**config.mk**
```make
export PLATFORM = sky130hd
export DESIGN_NAME = image_loader
export DESIGN_NICKNAME = d
export VERILOG_FILES = /design/src/rtl/image_loader.sv
export SDC_FILE = /design/constraint.sdc
export NUM_CORES = 1
export LEC_CHECK = 0
export CAP_MARGIN = 20
export CORE_ASPECT_RATIO = 1.1
export CORE_UTILIZATION = 31
export CTS_CLUSTER_SIZE = 20
export DETAILED_ROUTE_END_ITERATION = 10
export PLACE_DENSITY = 0.58
export SLEW_MARGIN = 20
export SYNTH_ARGS = -nofsm -noshare
export SYNTH_HDL_FRONTEND = slang
export SYNTH_SLANG_ARGS = --single-unit
```
**constraint.sdc**
```tcl
create_clock -name clk -period 2.5 [get_ports clk]
set_input_delay 0.5 -clock clk [delete_from_list [all_inputs] [get_ports clk]]
set_output_delay 0.5 -clock clk [all_outputs]
set_load 0.005 [all_outputs]
```
**src/rtl/image_loader.sv**
```systemverilog
// Serial image loader: a SYNC_BYTE header followed by PIX_COUNT two-byte pixels,
// written out as 12-bit RGB. Define IMAGE_LOADER_CHECKSUM_EN to add a trailing XOR checksum byte.
module image_loader #(
  parameter int         PIX_COUNT = 4096,
  parameter logic [7:0] SYNC_BYTE = 8'hA5
) (
  input  logic        clk,
  input  logic        rst,
  input  logic [7:0]  rx_data,
  input  logic        rx_valid,
  input  logic        abort,
  output logic        wr_en,
  output logic [11:0] wr_addr,
  output logic [11:0] wr_data,
  output logic        busy,
  output logic        done,
  output logic        err
);

  typedef enum logic [1:0] {IDLE, HI, LO, CHK} state_t;

  state_t      state, state_nxt;
  logic [11:0] pix_cnt;
  logic [7:0]  rg_p0;
  logic        last_pix;
  logic        abort_eff;
  logic        take;

  assign last_pix  = (pix_cnt == 12'(PIX_COUNT - 1));
  assign abort_eff = abort && (state != IDLE);
  assign take      = rx_valid && !abort_eff;
  assign busy      = (state != IDLE);

`ifdef IMAGE_LOADER_CHECKSUM_EN
  logic [7:0] csum;
  logic       err_q;
  assign err = err_q;
`else
  logic       fin_p1;
  assign err = 1'b0;
`endif

  always_ff @(posedge clk or posedge rst) begin
    if (rst) state <= IDLE;
    else     state <= state_nxt;
  end

  always_comb begin
    state_nxt = state;
    if (abort_eff) begin
      state_nxt = IDLE;
    end else if (rx_valid) begin
      case (state)
        IDLE:    if (rx_data == SYNC_BYTE) state_nxt = HI;
        HI:      state_nxt = LO;
`ifdef IMAGE_LOADER_CHECKSUM_EN
        LO:      state_nxt = last_pix ? CHK : HI;
`else
        LO:      state_nxt = last_pix ? IDLE : HI;
`endif
        default: state_nxt = IDLE;
      endcase
    end
  end

  // Stage p0: hold the {R,G} byte until its partner LO byte arrives
  always_ff @(posedge clk) begin
    if (take && state == HI) rg_p0 <= rx_data;
  end

  // Stage p1: registered write strobe, pixel index and completion pulse
  always_ff @(posedge clk or posedge rst) begin
    if (rst) begin
      pix_cnt <= '0;
      wr_en   <= 1'b0;
      wr_addr <= '0;
      wr_data <= '0;
      done    <= 1'b0;
`ifdef IMAGE_LOADER_CHECKSUM_EN
      csum    <= '0;
      err_q   <= 1'b0;
`else
      fin_p1  <= 1'b0;
`endif
    end else begin
      wr_en <= 1'b0;
`ifdef IMAGE_LOADER_CHECKSUM_EN
      done  <= 1'b0;
`else
      done   <= fin_p1;
      fin_p1 <= 1'b0;
`endif
      if (take) begin
        case (state)
          IDLE: begin
            if (rx_data == SYNC_BYTE) begin
              pix_cnt <= '0;
              wr_addr <= '0;
`ifdef IMAGE_LOADER_CHECKSUM_EN
              csum    <= '0;
              err_q   <= 1'b0;
`endif
            end
          end
          HI: begin
`ifdef IMAGE_LOADER_CHECKSUM_EN
            csum <= csum ^ rx_data;
`endif
          end
          LO: begin
            wr_en   <= 1'b1;
            wr_addr <= pix_cnt;
            wr_data <= {rg_p0, rx_data[3:0]};
            pix_cnt <= pix_cnt + 12'd1;
`ifdef IMAGE_LOADER_CHECKSUM_EN
            csum    <= csum ^ rx_data;
`else
            fin_p1  <= last_pix;
`endif
          end
          default: begin
`ifdef IMAGE_LOADER_CHECKSUM_EN
            err_q <= (rx_data != csum);
            done  <= 1'b1;
`endif
          end
        endcase
      end
    end
  end

endmodule

```
==> summary.txt <==
Run status
  – Outcome: finished, final reports clean

Synthesis
  – Syn Nets: 178
  – Mean post-synth cell area: 12.8 um2
  – FFs w/ async S/R, synth: 83.7%
  – Post-synthesis cell count: 165
  – #FFs+latches synth: 49
  – Number of synthesized flops with an enable pin: 8
  – Syn Std Cell Area: 2110 um2
  – Sequential element share of the synthesized area: 59.9%
  – Synth warn: 0
  – Synth cell types: 45
  – Primary FF master, synth: dfrtp_1

Detailed routing
  – 1st-iter DRT viols: 63
  – Via Count: 1462
  – DRT antenna net count: 0
  – DR WL/cell: 14.7 um
  – Post-Route WL: 4300 um
  – DRC violations left: 0
  – 1st-pass router iterations: 4
  – Vias per cell: 4.99

Worst setup path
  – FF-to-FF Start: state[1]
  – Crit end category: output port
  – WS Path Type: flip-flop to output port
  – Reg2reg setup slack: 0.68 ns
  – FF-to-FF path depth: 5
  – WP data required: 2.00 ns
  – Crit-path max FO: 11
  – Worst reg2reg endpoint: pix_cnt[9]
  – Startpoint types: flip-flop
  – Critical path arrival: 1.61 ns

Timing
  – Tcrit/Tclk final: 84.4%
  – Worst-margin pin slew: 0.529 ns
  – Final worst slack: 0.390 ns
  – Peak Freq: 474 MHz
  – RSZ-0062 raised after global routing: false
  – Setup TNS: 0 ns
  – Final min period: 2.11 ns
  – Final Hold Fails: 0
  – Hold WS: 0.359 ns
  – Pins Over Slew Limit: 0
  – Slew HR: 64.8%
  – Final setup viols: 0
  – Setup Skew: 0.00780 ns

GRT
  – Global route overflow: 0
  – Largest net degree at the start of global routing: 42
  – Initial antenna violation count: 0
  – Global-route wire length before repair: 6840 um
  – Vias in the first global route: 1341
  – GRT Util Overall: 13.0%

Clock tree
  – CTS tree: done
  – Clock root buffer master: clkbuf_8
  – Clock Pin Slew Worst Setup and Hold Paths: 0.09 ns
  – Hold_buf cts: 0
  – Clock buffer depth: 2
  – Sink Count: 49
  – PostCTS Resize Cnt: 0
  – H-tree levels: 2
  – Clk Latency, worst-skew pair: 0.31 ns
  – TritonCTS Buffers: 5
  – Number of buffers added for setup after CTS: 0

Place
  – Dpl ws: 0.154 ns
  – Placed cell areas: 2620 um2
  – DP Wirelength: 2980 um
  – Routability cong.: 0.739
  – Dpl cells: 285
  – Port bufs: 38

Hold path
  – Hold depth: 0
  – HP Class: flip-flop to flip-flop
  – Hold Path Origin: fin_p1
  – Min-Delay Endpoint: done

Layout
  – Net count, final: 223
  – Register Area: 1270 um2
  – Share of cells above drive strength 1: 17.5%
  – Layout fillers: 654
  – Multi-input gate area: 781 um2
  – Final instance area: 2730 um2
  – Non-filler cells, final: 293
  – Diodes inserted: 0
  – Area delta synth->final: 29.0%

Floorplanning
  – Die H: 88.6 um
  – Core area: 6590 um2
  – Die W: 80.7 um
  – FP Rows: 31
  – IO Pins: 40
  – Die ar.: 7160 um2
  – Starting density of the core: 32.1%

Power and ir drop
  – Maximum VDD drop: 0.212 mV
  – Lkg Pwr: 1.11 nW
  – Cell area power density: 550 nW/um2

Flow run
  – Max cap viols: 0
## state kept, by name, indices dropped and copies added, names as in the netlist
signal   count
done         1
fin_p1       1
state        2
rg_p0        8
pix_cnt     12
wr_en        1
wr_addr     12
wr_data     12
## cells by family after synthesis
| kind of cell | share of synthesized area, % |
|---|---|
| AOI/OAI and AO/OA | 12.3 |
| muxes | 8.34 |
| adders and majority gates | 0.592 |
| other | 0.177 |
| DFF | 59.9 |
| and+or+nand+nor | 15.5 |
| buffers and inverters | 3.20 |
## cell type report
cell class	instances	area share, %
clock buffers	5	2.52
clock inverters	3	1.51
inverters	4	0.550
multi-input cells	104	28.6
flip-flops and latches	49	46.4
well taps	82	3.76
repair buffers	46	16.6
## routing by layer
layer | track usage (%) | wire length [um] | vias up
met4 | 5.52 | 66 | 0
li1 | - | - | 711
met2 | 18.7 | 2010 | 28
met5 | 0 | 0 | -
met3 | 2.99 | 136 | 6
met1 | 18.7 | 2090 | 717
## power breakdown
part	internal [mW]	total (mW)	switching (mW)
Sequential	0.829	0.844	0.0158
Clock	0.295	0.563	0.268
Combinational	0.0543	0.0922	0.0379
Total	1.18	1.50	0.322
## cells in the final DEF, fill, tap and decap left out, types with 4 or more instances in the layout
master | Yosys | layout
a21oi_1 | 6 | 6
a22o_1 | 10 | 10
buf_4 | 1 | 7
clkbuf_8 | 0 | 5
clkdlybuf4s50_1 | 0 | 38
dfrtp_1 | 41 | 41
edfxtp_1 | 8 | 8
mux2_2 | 13 | 13
nand2_1 | 4 | 4
nand3_1 | 6 | 6
nand3b_1 | 6 | 6
o21ai_0 | 10 | 10
o21ai_1 | 6 | 6
or4_1 | 4 | 4
## synth_stat cells (2+ instances only)
master / number / area (um2)
o21ai_0: 10 / 50.1
nand3b_1: 6 / 45.0
nor2_1: 2 / 7.51
buf_2: 3 / 15.0
and4_1: 3 / 26.3
nand3_1: 6 / 30.0
a21oi_1: 6 / 30.0
clkbuf_1: 2 / 7.51
nand2_1: 4 / 15.0
o31ai_1: 3 / 22.5
or4_1: 4 / 30.0
dfrtp_1: 41 / 1030
and3_1: 2 / 12.5
edfxtp_1: 8 / 240
nand4_1: 3 / 18.8
a22o_1: 10 / 87.6
and4bb_2: 2 / 25.0
mux2i_1: 3 / 30.0
mux2_2: 13 / 146
o21ai_1: 6 / 30.0
buf_6: 2 / 22.5
inv_1: 3 / 11.3
## critical path: stages, from the launching register on
cell             delay, ns
dfrtp_1               0.52
or2_2                 0.34
clkdlybuf4s50_1       0.44
## how the worst max path moves through the flow
stage                     from          to  slack (ns)  cells after the start
detailed placement  rx_data[1]  pix_cnt[9]        0.15                      6
floorplan             state[1]    rg_p0[0]        0.73                      3
CTS                   state[1]        busy        0.38                      2
finish                state[1]        busy        0.39                      2
global route          state[1]        busy        0.34                      2
global placement    rx_data[0]  pix_cnt[5]        0.19                      6
## metrics by stage
stage	total power, mW	utilization (%)
global placement	0.954	39.7
global route	1.55	41.4
floorplan	0.896	-
CTS	1.52	41.4
detailed placement	0.955	39.7
finish	1.50	41.4
(Power assumes the default switching activity.)
